===== config.mk =====
export PLATFORM = sky130hd
export DESIGN_NAME = instruction_encoder
export DESIGN_NICKNAME = d
export VERILOG_FILES = /design/src/rtl/instruction_encoder.sv
export SDC_FILE = /design/constraint.sdc
export NUM_CORES = 1
export LEC_CHECK = 0
export ABC_AREA = 1
export BUFFER_PORTS_ARGS = -buffer_cell sky130_fd_sc_hd__buf_2
export CORE_MARGIN = 2
export CORE_UTILIZATION = 47
export CTS_CLUSTER_SIZE = 12
export DETAILED_ROUTE_END_ITERATION = 7
export PLACE_DENSITY = 0.71
export SYNTH_ARGS = -nofsm -noshare
export SYNTH_HDL_FRONTEND = slang
export SYNTH_SLANG_ARGS = --single-unit

===== constraint.sdc =====
create_clock -name clock -period 4.2 [get_ports clock]
set_input_delay 0.21 -clock clock [delete_from_list [all_inputs] [get_ports clock]]
set_output_delay 0.21 -clock clock [all_outputs]
set_load 0.005 [all_outputs]

===== src/rtl/instruction_encoder.sv =====
// rtl/instruction_encoder.sv - streaming RV32I instruction assembler with address tagging
//
// Packs instruction descriptors into 32-bit RV32I machine words through a
// two-stage valid/ready pipeline (S1 = descriptor, S2 = encoded word + address).
//
// Ports:
//   clock, reset (sync, active-low), start (flush/reload pulse)
//   in_valid/in_ready + kind, rd, rs1, rs2, funct3, funct7_b5, imm : descriptor stream
//   out_valid/out_ready + out_instr, out_addr                     : word stream
//   instr_count (saturating words emitted), error (sticky fault)
//
// Optional: define ENCODER_RANGE_CHECK_EN to flag immediates that do not fit
// their instruction format (the truncated word is still emitted).

module instruction_encoder #(
  parameter logic [31:0] BASE_ADDR  = 32'h0000_0000,
  parameter int          ADDR_WIDTH = 32
) (
  input  logic                  clock,
  input  logic                  reset,
  input  logic                  start,
  input  logic                  in_valid,
  output logic                  in_ready,
  input  logic [3:0]            kind,
  input  logic [4:0]            rd,
  input  logic [4:0]            rs1,
  input  logic [4:0]            rs2,
  input  logic [2:0]            funct3,
  input  logic                  funct7_b5,
  input  logic [31:0]           imm,
  output logic                  out_valid,
  input  logic                  out_ready,
  output logic [31:0]           out_instr,
  output logic [ADDR_WIDTH-1:0] out_addr,
  output logic [15:0]           instr_count,
  output logic                  error
);

  localparam logic [ADDR_WIDTH-1:0] BASE = BASE_ADDR[ADDR_WIDTH-1:0];

  localparam logic [6:0] OP_LOAD   = 7'b0000011;
  localparam logic [6:0] OP_STORE  = 7'b0100011;
  localparam logic [6:0] OP_REG    = 7'b0110011;
  localparam logic [6:0] OP_AUIPC  = 7'b0010111;
  localparam logic [6:0] OP_LUI    = 7'b0110111;
  localparam logic [6:0] OP_BRANCH = 7'b1100011;
  localparam logic [6:0] OP_IMM    = 7'b0010011;
  localparam logic [6:0] OP_JAL    = 7'b1101111;
  localparam logic [31:0] NOP_WORD = 32'h0000_0013;

  // S1: captured descriptor
  logic        s1_valid;
  logic [3:0]  s1_kind;
  logic [4:0]  s1_rd, s1_rs1, s1_rs2;
  logic [2:0]  s1_funct3;
  logic        s1_f7b5;
  logic [31:0] s1_imm;

  // S2: encoded word and address
  logic                  s2_valid;
  logic [31:0]           s2_instr;
  logic [ADDR_WIDTH-1:0] addr_q;
  logic [15:0]           count_q;
  logic                  error_q;

  logic ready_1, ready_2, advance, out_hs;
  logic [31:0] enc_word;
  logic        enc_illegal;
  logic        range_err;

  assign ready_2  = !s2_valid || out_ready;
  assign ready_1  = !s1_valid || ready_2;
  // Held low through reset so nothing is accepted while the pipe is being cleared.
  assign in_ready = ready_1 && !start && reset;
  assign advance  = s1_valid && ready_2;
  assign out_hs   = s2_valid && out_ready;

  assign out_valid   = s2_valid;
  assign out_instr   = s2_instr;
  assign out_addr    = addr_q;
  assign instr_count = count_q;
  assign error       = error_q;

  always_comb begin
    enc_word    = NOP_WORD;
    enc_illegal = 1'b0;
    case (s1_kind)
      4'd0: enc_word = {s1_imm[11:0], s1_rs1, s1_funct3, s1_rd, OP_LOAD};
      4'd1: enc_word = {s1_imm[11:5], s1_rs2, s1_rs1, s1_funct3, s1_imm[4:0], OP_STORE};
      4'd2: enc_word = {1'b0, s1_f7b5, 5'b00000, s1_rs2, s1_rs1, s1_funct3, s1_rd, OP_REG};
      4'd3: enc_word = {s1_imm[31:12], s1_rd, OP_AUIPC};
      4'd4: enc_word = {s1_imm[31:12], s1_rd, OP_LUI};
      4'd5: enc_word = {s1_imm[12], s1_imm[10:5], s1_rs2, s1_rs1, s1_funct3,
                        s1_imm[4:1], s1_imm[11], OP_BRANCH};
      4'd6: begin
        // Shifts carry shamt in imm[4:0]; bit 30 selects SRAI over SRLI.
        if (s1_funct3 == 3'b101)
          enc_word = {1'b0, s1_f7b5, 5'b00000, s1_imm[4:0], s1_rs1, s1_funct3, s1_rd, OP_IMM};
        else if (s1_funct3 == 3'b001)
          enc_word = {7'b0000000, s1_imm[4:0], s1_rs1, s1_funct3, s1_rd, OP_IMM};
        else
          enc_word = {s1_imm[11:0], s1_rs1, s1_funct3, s1_rd, OP_IMM};
      end
      4'd7: enc_word = {s1_imm[20], s1_imm[10:1], s1_imm[11], s1_imm[19:12], s1_rd, OP_JAL};
      default: begin
        enc_word    = NOP_WORD;
        enc_illegal = 1'b1;
      end
    endcase
  end

`ifdef ENCODER_RANGE_CHECK_EN
  // A value fits an N-bit signed field when all bits above the field's sign
  // bit equal that sign bit.
  always_comb begin
    range_err = 1'b0;
    case (s1_kind)
      4'd0, 4'd1: range_err = (s1_imm[31:11] != {21{s1_imm[11]}});
      4'd6: begin
        if (s1_funct3 == 3'b001 || s1_funct3 == 3'b101)
          range_err = (s1_imm[31:5] != 27'd0);
        else
          range_err = (s1_imm[31:11] != {21{s1_imm[11]}});
      end
      4'd5: range_err = (s1_imm[31:12] != {20{s1_imm[12]}}) || s1_imm[0];
      4'd7: range_err = (s1_imm[31:20] != {12{s1_imm[20]}}) || s1_imm[0];
      4'd3, 4'd4: range_err = (s1_imm[11:0] != 12'd0);
      default: range_err = 1'b0;
    endcase
  end
`else
  assign range_err = 1'b0;
`endif

  always_ff @(posedge clock) begin
    if (!reset) begin
      s1_valid  <= 1'b0;
      s1_kind   <= 4'd0;
      s1_rd     <= 5'd0;
      s1_rs1    <= 5'd0;
      s1_rs2    <= 5'd0;
      s1_funct3 <= 3'd0;
      s1_f7b5   <= 1'b0;
      s1_imm    <= 32'd0;
    end else if (start) begin
      s1_valid <= 1'b0;
    end else begin
      if (ready_1)
        s1_valid <= in_valid;
      if (in_valid && in_ready) begin
        s1_kind   <= kind;
        s1_rd     <= rd;
        s1_rs1    <= rs1;
        s1_rs2    <= rs2;
        s1_funct3 <= funct3;
        s1_f7b5   <= funct7_b5;
        s1_imm    <= imm;
      end
    end
  end

  always_ff @(posedge clock) begin
    if (!reset) begin
      s2_valid <= 1'b0;
      s2_instr <= 32'd0;
      addr_q   <= BASE;
      count_q  <= 16'd0;
      error_q  <= 1'b0;
    end else if (start) begin
      // In-flight words are dropped without being counted.
      s2_valid <= 1'b0;
      addr_q   <= BASE;
      count_q  <= 16'd0;
      error_q  <= 1'b0;
    end else begin
      if (ready_2)
        s2_valid <= s1_valid;
      if (advance) begin
        s2_instr <= enc_word;
        if (enc_illegal || range_err)
          error_q <= 1'b1;
      end
      if (out_hs) begin
        addr_q <= addr_q + ADDR_WIDTH'(4);
        if (count_q != 16'hFFFF)
          count_q <= count_q + 16'd1;
      end
    end
  end

endmodule


==> metrics list, run 1 <==
- Result of the run: finished clean
- Cell type with the highest aggregate area in the netlist: dfxtp_1
* Area of all placed cells without fillers: 0.007601 mm2
- The die covers 0.01427 mm2.
- By area, the combinational part of the netlist is dominated by simple AND/OR/NAND/NOR gates.
* Worst R2R Setup Slack: 1.75 ns
- Average cell area after synthesis: 6.909 um2
* Proportion of synthesized chip area in sequential cells: 43.13%
* Fin Setup TNS: 0 ns
* Routed len/inst: 13.34 um
- Among all cell types in the netlist, the one instantiated most often is nand2_1.
- The clock passes through at most 2 buffers.
- Sequence of cells on the critical path: buf_2, inv_2, nor2_4, nand2_1, clkinv_2, nand2_2, buf_4, o21ai_0, a21oi_1
- Entering global routing, the biggest net connects 56 pins.
* Post-Syn Instances: 907
- Among all flip-flop cells after synthesis, the most frequent one is dfxtp_1.
* Power Density: 400.6 mW/mm2
- For this run, design rule violations remaining after detail routing come to 0.
- Once detail routing completed, the nets flagged for antenna violations numbered 0.
- Derived from the worst setup path, the maximum achievable clock frequency is 0.3988 GHz.
* Gate family responsible for the most delay along the worst path: buffers and inverters
* Placed insts: 1,188
* Kind of capture point of the worst setup path: flip-flop
- In this run, synthesis produced a sequential element count of 135.
* Worst hold path startpoint: imm[23]
- The tightest min-delay check is of the primary input to flip-flop type.
- 143 I/O pins were placed.
- Type of element launching the critical path: primary input
* Vias in the first global route: 5,390
* Setup repair after global routing missed its margin: false
* Clock buffers created by TritonCTS: 17
* Number of setup violations in the final report: 0
- The cell area that synthesis handed to floorplanning was 0.006266 mm2.
- STA puts the critical path data required time at 4.50 ns.
- Summed over all layers, the routed wires come to 16.26 mm.
* Placed instance area: 0.006987 mm2
* Fraction of synthesized area in multiplexers: 0%
* Chip Height: 119.5 um
- Total design power: 3.045 mW
* Final clock period utilization by the worst path: 59.70%
* Cells resized by post-CTS repair: 0
* Worst setup startpoint: reset
- Overflow after GRT: 0
- 0 antenna diodes ended up in the layout.
- Post-synth top area share: 43.13%
- The final hold violation count came to 0.
* Layout-stage area growth over the synthesis result: 21.31%
* Root Buffer: clkbuf_16
* DPL Wire Length: 11.50 mm
* Clock slew at reported path FFs: 0.06 ns
* Total number of yosys warnings: 0
- CP max stage cell: nor2_4
- The synthesized netlist devotes 16.79% of its cell area to compound gates.
- Data arrives at the worst endpoint at 2.80 ns.
- For this block, the via count after detailed routing is 6,167.
- By area the synthesized netlist is led by dfxtp_1 (43%), nand2_1 (16%), a21oi_1 (8.9%).
- The initial antenna violation count is 0.
- After layout, the minimum clock period comes to 2.507 ns.
- In the routed layout, each cell is associated on average with a via count of 5.059.
- Placer's final routability congestion estimate: 0.8453
- TritonCTS clock tree: done
- First-pass GRT wire length: 26.30 mm
- Across the run, the number of max-cap violations was 0.
- Slack of the critical path: 1.693 ns
- Final net count: 1,093
- Std-Cell Core Area: 0.01314 mm2
* List of most frequent post-synthesis cells: nand2_1 (263), dfxtp_1 (135), a21oi_1 (112), inv_1 (82), nor2_1 (72)
- Number of search-and-repair iterations in the first detailed-routing pass: 5
- OpenSTA, run right after detailed placement, puts the worst setup slack at 1.227 ns.
- After Yosys synthesis, XOR and XNOR cells account for 1.398% of the synthesized area.
* Sinks on the clock net: 135
- Maximum resistive drop on vdd: 0.2668 mV
- Count of final max-slew check failures: 0
- Area share of and/or/nand/nor cells after synthesis: 29.27%
* Port buffer count: 140
- In this run, post-CTS hold repair placed 0 buffers.
- Synthesized-area fraction occupied by adder cells: 0.3994%
- Distinct cell type count after synthesis: 36
- Clock latency at the later pin of the worst-skew pair: 0.42 ns
* Initial Utilization: 47.70%
* Total Routing Usage GR: 22.96%
- After the first detailed-routing iteration, the DRC count stood at 497.
- In this run the static leakage power is 3.004 nW.
- Number of core rows: 42
* Origin of the critical flop-to-flop path: out_valid
- At the pin with the least slew margin, the transition time is 1.027 ns.
- The setup path with the least slack is of type primary input to flip-flop.
- Number of enable flip-flop cells after synthesis: 0
- Cells with a size suffix above 1 make up 20.04% of the layout.
- CP max stage delay: 0.46 ns
- Fillcell total: 1,333
* Post-CTS repair timing setup buffer count: 0
- Post-route clock skew: 0.005799 ns
- Once layout is complete, the cells apart from fillers number 1,219.
- Synth async-reset ratio: 0%
* Die Span X: 119.5 um
- Bufs and invs on worst path: 4
- The H-tree was split into 4 levels.
* Relative slew slack: 31.48%
* Largest fanout of any net on the critical path: 45
==> flip-flops by register name (all words and copies together), names as in the netlist <==
| name | cells |
|---|---|
| s1_funct3 | 3 |
| s1_f7b5 | 1 |
| s1_kind | 4 |
| s1_rs2 | 5 |
| s1_imm | 32 |
| out_valid | 1 |
| instr_count | 16 |
| s1_rs1 | 5 |
| out_addr | 30 |
| error | 1 |
| s1_rd | 5 |
| out_instr | 31 |
| s1_valid | 1 |
==> area by class of cell <==
class	instances	area [um2]	share of cell area, %
Multi-Input combinational cell	646	3009	39.59
Sequential cell	135	2703	35.56
Timing Repair Buffer	143	723.2	9.514
Clock buffer	21	470.5	6.189
Inverter	88	331.6	4.362
Tap cell	176	220.2	2.897
Clock inverter	10	143.9	1.893
==> where the power goes <==
group	internal (mW)	switching, mW
logic	0.0569	0.115
registers	1.31	0.0134
clock network	0.981	0.573
==> kinds of logic (layout without fill, tap and decap cells) <==
group | Yosys count | in the layout
simple gates | 433 | 433
buf+inv | 127 | 262
flops | 135 | 135
fa+ha+maj | 2 | 2
xor+xnor | 10 | 10
compound gates | 199 | 199
other cells | 1 | 2
==> through the flow <==
| stage | util, % | hold slack, ns |
|---|---|---|
| floorplan | - | 0.3484 |
| global placement | 53.18 | 0.4366 |
| detailed placement | 53.18 | 0.4447 |
| CTS | 57.86 | 0.04208 |
| global route | 57.86 | 0.05933 |
| finish | 57.86 | 0.05188 |
==> final timing paths <==
kind                endpoint  cells past startpoint
setup / recovery    s1_rd[0]                      9
hold / removal    s1_imm[23]                      3
setup reg to reg    s1_rd[0]                      7
hold reg to reg   s1_imm[18]                      2
==> cells in the final DEF (no fill, tap or decap), types with 3 or more instances in the layout <==
master	synthesis	final
nor2_4	4	4
a21oi_2	7	7
nor3_1	5	5
clkbuf_16	0	17
buf_4	6	3
xnor2_1	4	4
xor2_1	6	6
o21ai_0	58	58
o21a_1	4	4
nand2_1	263	263
bufinv_16	0	3
nor2_2	7	8
clkbuf_8	0	3
o21ai_1	9	9
dfxtp_1	135	135
inv_1	82	82
nand2_2	5	5
inv_2	5	5
o22ai_1	5	5
nand4_1	9	9
buf_2	6	140
clkinvlp_4	0	3
a21oi_1	112	112
nand3_1	60	60
nor2_1	72	71
==> layer usage <==
metal  track usage [%]  up-vias  share of wire [%]
met3             5.125       27                6.1
met5                 0        -                  0
met1             32.38     2764                 48
li1                  -     3179                  -
met2             34.25      197                 44
met4             8.603        0                2.0
==> tightest hold or removal path, cell delays in order <==
cell and delay (ns):
buf_2 0.09, nand3_1 0.06, a21oi_1 0.06
Note: power is estimated with default switching activity, not from simulation.
==> inputs of run 2 (changes only) <==
--- a/config.mk
+++ b/config.mk
@@ -11,7 +11,7 @@
 export CORE_UTILIZATION = 47
 export CTS_CLUSTER_SIZE = 12
 export DETAILED_ROUTE_END_ITERATION = 7
-export PLACE_DENSITY = 0.71
+export PLACE_DENSITY = 0.74
 export SYNTH_ARGS = -nofsm -noshare
 export SYNTH_HDL_FRONTEND = slang
 export SYNTH_SLANG_ARGS = --single-unit
==> constraint.sdc (replaced) <==
create_clock -name clock -period 2.1 [get_ports clock]
set_input_delay 0.105 -clock clock [delete_from_list [all_inputs] [get_ports clock]]
set_output_delay 0.105 -clock clock [all_outputs]
set_load 0.005 [all_outputs]
==> run 2 against run 1 <==
Via count is 6.7% higher. Wire length grew 11%. Combinational power increased to 2.5 times the previous value. Cell count grew 5.2%. Sequential share of layout area decreased by 2.6 points. Critical path depth rose by 1. Critical endpoint is now out_addr[20].
==> metrics list, run 2 (same netlist as run 1, synthesis figures left out) <==
* Placed instance area: 0.007082 mm2 (+1.4%)
- Sequence of cells on the critical path: ha_1, nand2_1, nor2_1, nand2_1, nor2_2, nand2_1, o21ai_0, o21ai_0, nand2_1, inv_1
* Post-route DRC violation count: 0 (unchanged)
* Clock buffers created by TritonCTS: 17 (unchanged)
- On the critical path, the stage with the largest delay is an instance of dfxtp_1.
* Required time reported for the critical path endpoint: 2.41 ns (-2.09 ns)
- The number of fill cells came to 1,198 (-10%).
* CP max stage delay: 0.42 ns (-0.04 ns)
- The largest vdd supply drop is 0.5975 mV (+120%).
* Root Buffer: clkbuf_16
- Post-route clock skew: 0.01145 ns (+0.005655 ns)
* Setup Crit Path Kind: flip-flop to flip-flop
- The max-slew violation total from the final report was 0 (unchanged).
* Largest fanout of any net on the critical path: 6 (-87%)
- The number of global-route vias before repair was 6,087 (+13%).
* Number of max-cap violations: 0 (unchanged)
- The worst path needs 1.766 ns of the cycle, external delays included.
- Slack of the critical path: 0.3342 ns (-1.358 ns)
- Gate family responsible for the most delay along the worst path: simple AND/OR/NAND/NOR gates
* Cells resized by post-CTS repair: 0 (unchanged)
- The die boundary height was 119.5 um (unchanged).
- The total non-filler cell area in the finished layout came to 0.008207 mm2 (+8.0%).
* Leading cell type in the layout, fill and taps excluded: nand2_1
- The number of flip-flops under the largest register name is 32 (unchanged).
* Clock slew at reported path FFs: 0.05 ns (about the same)
- Max clock buf depth: 2 (unchanged)
- Post-route ant nets: 0 (unchanged)
- Power Density: 754.7 mW/mm2 (+88%)
* Worst slack at placement: 0.4031 ns (-0.8240 ns)
* Leading cell types in the layout, fill and taps excluded: nand2_1 (263), buf_2 (140), dfxtp_1 (135)
- Type of the most critical hold path: primary input to flip-flop
- Register cell area after layout: 0.002703 mm2 (unchanged)
- The total number of H-tree levels is 4 (unchanged).
- Routed vias/inst: 5.132 (+1.4%)
- DR iter-0 viols: 629 (+27%)
- Number of antenna violations at the first check in global routing: 0 (unchanged)
- The sum of internal, switching and leakage power was 6.194 mW (+100%).
- The arrival time of the worst setup path was 2.08 ns (-0.72 ns).
* Final clock period utilization by the worst path: 84.09%
- The routed wire length per instance came to 14.07 um (+5.5%).
- The final setup violation count came to 0 (unchanged).
* Antenna Cells: 0 (unchanged)
- Layout-stage area growth over the synthesis result: 30.97%
* Ratio of cells with drive above 1 in the final layout: 19.80% (-0.24 points)
* Hold slack: 0.01494 ns (-0.03693 ns)
- Bufs and invs on worst path: 1 (-3)
- Counting flops per register, the top entry is s1_imm.
* DPL Wire Length: 12.05 mm (+4.7%)
- Die Area: 0.01427 mm2 (unchanged)
- Kind of capture point of the worst setup path: flip-flop
* First-pass GRT wire length: 29.39 mm (+12%)
- Fin Setup TNS: 0 ns (unchanged)
- Placer's final routability congestion estimate: 0.9084 (+7.5%)
- The max-slew headroom at the worst pin is 38.15% (+6.7 points).
- Multi-input gate area: 0.003009 mm2 (unchanged)
* Final hold vios: 0 (unchanged)
* Worst-Margin Slew: 0.9267 ns (-0.09993 ns)
- TritonCTS clock tree: done
- Overflow after GRT: 0 (unchanged)
- Final net count: 1,155 (+5.7%)
- Final core utilization: 62.47% (+4.6 points)
- Max frequency: 0.5663 GHz
* Sinks on the clock net: 135 (unchanged)
- Placed insts: 1,199 (+0.93%)
- Total wire length after detailed routing: 18.04 mm (+11%)
- Die Span X: 119.5 um (unchanged)
* Number of search-and-repair iterations in the first detailed-routing pass: 6 (+1)
- Total Routing Usage GR: 25.51% (+2.6 points)
- Count of non-filler cells in the finished layout: 1,282 (+5.2%)
* Result of the run: finished clean
- Setup repair after global routing left no endpoint under its margin.
- The top-level port count came to 143 (unchanged).
- The clock latency on the worst-skew pair was 0.42 ns (about the same).
- Cell mode on critical path: nand2_1
* Initial Utilization: 47.70% (unchanged)
- The placeable core region is 0.01314 mm2 (unchanged).
- The maximum number of pins on one net before global-route repair is 56 (unchanged).
- Total vias in the final route: 6,579 (+6.7%)
* Leakage power: 3.292 nW (+9.6%)
- Type of element launching the critical path: flip-flop
* Number of core rows: 42 (unchanged)
- Port buffer count: 140 (unchanged)
* Post-CTS repair timing setup buffer count: 0 (unchanged)
[run 2: cell count changes in the layout (fill, tap and decap cells not counted), sizes merged]
cell,before,now
dlygate4sd3,0,51
buf,143,154
clkinv,3,7
clkinvlp,3,0
inv,89,87
bufinv,3,4
clkbuf,21,22
[run 2: final cells by class]
type,instances,area share [%]
clock inverters,10,1.830
flip-flops and latches,135,32.93
inverters,88,4.040
multi-input cells,646,36.67
clock buffers,22,5.656
repair buffers,205,16.19
well taps,176,2.683
[run 2: repair_timing]
action                                 CTS  global route
hold buffers                            51             0
setup endpoints to repair                0             0
endpoints found under the hold margin   51             0
[run 2: layer usage]
layer / GRT usage [%] / part of all wire, % / up-vias
met4: 10.59 / 2.5 / 0
met2: 40.64 / 47 / 266
met5: 0 / 0 / -
met3: 5.508 / 6.4 / 44
li1: - / - / 3296
met1: 33.50 / 44 / 2973
[run 2: power breakdown]
| group | internal (mW) | switching [mW] |
|---|---|---|
| Clock | 2.04 | 1.08 |
| Sequential | 2.61 | 0.0285 |
| Combinational | 0.186 | 0.249 |
[run 2: worst min-delay path, stage by stage]
cell	delay (ns)
buf_2	0.09
o21ai_0	0.07
a21oi_1	0.12
[run 2: worst paths after layout]
check / start / cells past startpoint / endpoint / slack [ns]
worst max register to register: out_addr[2] / 10 / out_addr[20] / 0.33
worst min register to register: s1_imm[13] / 2 / s1_imm[13] / 0.45
worst min-delay path: rd[4] / 3 / s1_rd[4] / 0.01
worst max-delay path: out_addr[2] / 10 / out_addr[20] / 0.33
==> inputs of run 3 (changes only) <==
--- a/config.mk
+++ b/config.mk
@@ -11,7 +11,7 @@
 export CORE_UTILIZATION = 47
 export CTS_CLUSTER_SIZE = 12
 export DETAILED_ROUTE_END_ITERATION = 7
-export PLACE_DENSITY = 0.74
+export PLACE_DENSITY = 0.71
 export SYNTH_ARGS = -nofsm -noshare
 export SYNTH_HDL_FRONTEND = slang
 export SYNTH_SLANG_ARGS = --single-unit
==> constraint.sdc (replaced) <==
create_clock -name clock -period 1.8 [get_ports clock]
set_input_delay 0.09 -clock clock [delete_from_list [all_inputs] [get_ports clock]]
set_output_delay 0.09 -clock clock [all_outputs]
set_load 0.005 [all_outputs]
==> run 3 against run 2 <==
Final area grew 2.1%. Via count barely moved. Non-clock buffer count is 18 higher. First-iteration DRC count down 21%. Sequential share of layout area is 0.68 points lower. Clock-buffer cell count rose by 1. Maximum frequency grew 7.8%. Clock skew is 0.0038 ns lower. Critical path type unchanged. Critical endpoint unchanged. Highest routed layer unchanged.
==> metrics list, run 3 (same netlist as run 1, synthesis figures left out) <==
* Initial Utilization: 47.70% (unchanged)
- The multi-input gate area in the final layout came to 0.003028 mm2 (+0.62%).
- TritonCTS built the clock tree.
- The number of global-route vias before repair came to 5,991 (-1.6%).
* Power Density: 839.5 mW/mm2 (+11%)
- Placer's final routability congestion estimate: 0.8737 (-3.8%)
* Die Area: 0.01427 mm2 (unchanged)
- The maximum clock rate is 0.6106 GHz (+7.8%).
* Maximum resistive drop on vdd: 0.5994 mV (+0.31%)
* Top reg by flops: s1_imm
- The top-level port count came to 143 (unchanged).
- Origin of the critical flop-to-flop path: out_addr[3]
- Fillcell total: 1,197 (-0.083%)
- Setup Crit Path Kind: flip-flop to flip-flop
- The pre-CTS worst setup slack is 0.1530 ns (-0.2501 ns).
- Number of search-and-repair iterations in the first detailed-routing pass: 6 (unchanged)
- Die Span X: 119.5 um (unchanged)
- Required time reported for the critical path endpoint: 2.12 ns (-0.29 ns)
- The initial detailed-routing violation count came to 499 (-21%).
* Slack of the critical path: 0.1623 ns (-0.1719 ns)
- The most critical setup path has its startpoint at out_addr[3].
- Largest fanout of any net on the critical path: 4 (-2)
* Number of setup violations in the final report: 0 (unchanged)
- Routed vias/inst: 5.058 (-1.4%)
* Std-Cell Core Area: 0.01314 mm2 (unchanged)
* Chip Height: 119.5 um (unchanged)
- The run finished with clean final reports.
- Final hold vios: 0 (unchanged)
- STA classifies the critical path startpoint as a flip-flop.
* Total Routing Usage GR: 25.34% (-0.17 points)
- The clock input transition at the sequential cells of the worst setup and hold paths was 0.06 ns (about the same).
* Layout-stage area growth over the synthesis result: 33.75%
- CTS H-tree depth: 4 (unchanged)
- Leading cell types in the layout, fill and taps excluded: nand2_1 (263), buf_2 (140), dfxtp_1 (135)
- Post-route clock skew: 0.007621 ns (-0.003833 ns)
- Leading cell type in the layout, fill and taps excluded: nand2_1
- Root Buffer: clkbuf_16
* Port buffer count: 140 (unchanged)
- The share of post-route cells with drive strength above 1 came to 20.91% (+1.1 points).
- The worst-case clock buffer depth came to 2 (unchanged).
* Number of core rows: 42 (unchanged)
- The worst setup path is captured at a flip-flop.
* Post-route DRC violation count: 0 (unchanged)
* Arrival time at the worst endpoint: 1.96 ns (-0.12 ns)
- Number of antenna violations at the first check in global routing: 0 (unchanged)
- First-pass GRT wire length: 28.88 mm (-1.7%)
- The max-slew headroom at the worst pin came to 60.88% (+23 points).
- The number of post-CTS setup repair buffers came to 0 (unchanged).
- The actual transition at the worst max-transition pin was 0.5868 ns (-0.3398 ns).
* Type of the most critical hold path: primary input to flip-flop
- Final net count: 1,173 (+1.6%)
- The count of maximum capacitance violations was 0 (unchanged).
* Worst R2R Setup Slack: 0.16 ns (-0.17 ns)
- Minimum clock period: 1.638 ns (-0.1281 ns)
- Clock buffers created by TritonCTS: 17 (unchanged)
* Total wire length after detailed routing: 18.14 mm (+0.56%)
- The aggregate negative setup slack is 0 ns (unchanged).
* Post-route ant nets: 0 (unchanged)
* Overflow after GRT: 0 (unchanged)
- The max-slew violation total from the final report was 0 (unchanged).
* Sinks on the clock net: 135 (unchanged)
- Total vias in the final route: 6,576 (-0.046%)
- Worst hold path startpoint: imm[15]
* Largest net degree at the start of global routing: 56 (unchanged)
- The number of flip-flops under the largest register name was 32 (unchanged).
- Antenna Cells: 0 (unchanged)
* Register cell area after layout: 0.002703 mm2 (unchanged)
- The routed wire length per instance was 13.95 um (-0.83%).
- DPL Wire Length: 12.03 mm (-0.16%)
- The leakage component of the power was 3.369 nW (+2.3%).
* Final clock period utilization by the worst path: 90.98% (+6.9 points)
- Clock latency at the later pin of the worst-skew pair: 0.42 ns (about the same)
## run 3: changes by cell type in the layout (fill, tap and decap cells not counted), moves of 3 or more
cell and delta:
buf_4 +8, dlygate4sd3_1 +8, clkinv_2 -5, clkinvlp_4 +4
bufinv_16 -3, clkbuf_8 +3
## run 3: final cells by class
| type | instances | share of cell area (%) |
|---|---|---|
| Multi-Input combinational cell | 646 | 36.13 |
| Clock inverter | 9 | 1.090 |
| Timing Repair Buffer | 223 | 18.01 |
| Clock buffer | 23 | 5.942 |
| Inverter | 88 | 3.956 |
| Tap cell | 176 | 2.628 |
| Sequential cell | 135 | 32.25 |
## run 3: critical path: stages, from the launching register on
cell     delay (ns)
dfxtp_1        0.37
ha_1           0.21
nand2_1        0.06
nor2_1         0.14
nand2_1        0.11
nor2_2         0.18
nand2_1        0.11
o21ai_2        0.14
o21ai_0        0.10
nand2_1        0.08
inv_1          0.03
## run 3: timing repair
action | 4_1_cts | 5_1_grt
hold endpoints to repair | 55 | 0
hold buffers | 59 | 0
gates resized for setup | 0 | 6
endpoints found under the setup margin | 0 | 6
## run 3: path summary, 6_finish.rpt
check                 endpoint  cells past startpoint
setup / recovery  out_addr[20]                     10
hold / removal      s1_imm[15]                      3
setup reg to reg  out_addr[20]                     10
hold reg to reg     s1_imm[14]                      2
## run 3: routing by layer
metal	up-vias	global-route usage [%]	share of wire [%]
met5	-	0	0
met4	0	10.37	2.5
met3	43	5.172	5.9
met2	235	40.68	47
met1	2961	33.30	45
li1	3337	-	-
## run 3: metrics by stage
stage	power (mW)	instances	hold slack [ns]	util [%]	cell area (um2)
after floorplan	3.401	908	0.2284	-	6270
after global placement	3.560	1209	0.3684	54.67	7182
after detailed placement	3.563	1209	0.3677	54.67	7182
after CTS	7.050	1300	0.002053	63.65	8362
after global routing	7.245	1300	0.008098	63.79	8381
final	7.036	1300	0.0004301	63.79	8381
## run 3: power by group
| part | internal [mW] | switching (mW) | total (mW) |
|---|---|---|---|
| clock network | 2.09 | 1.33 | 3.42 |
| registers | 3.05 | 0.0305 | 3.08 |
| logic | 0.237 | 0.301 | 0.537 |
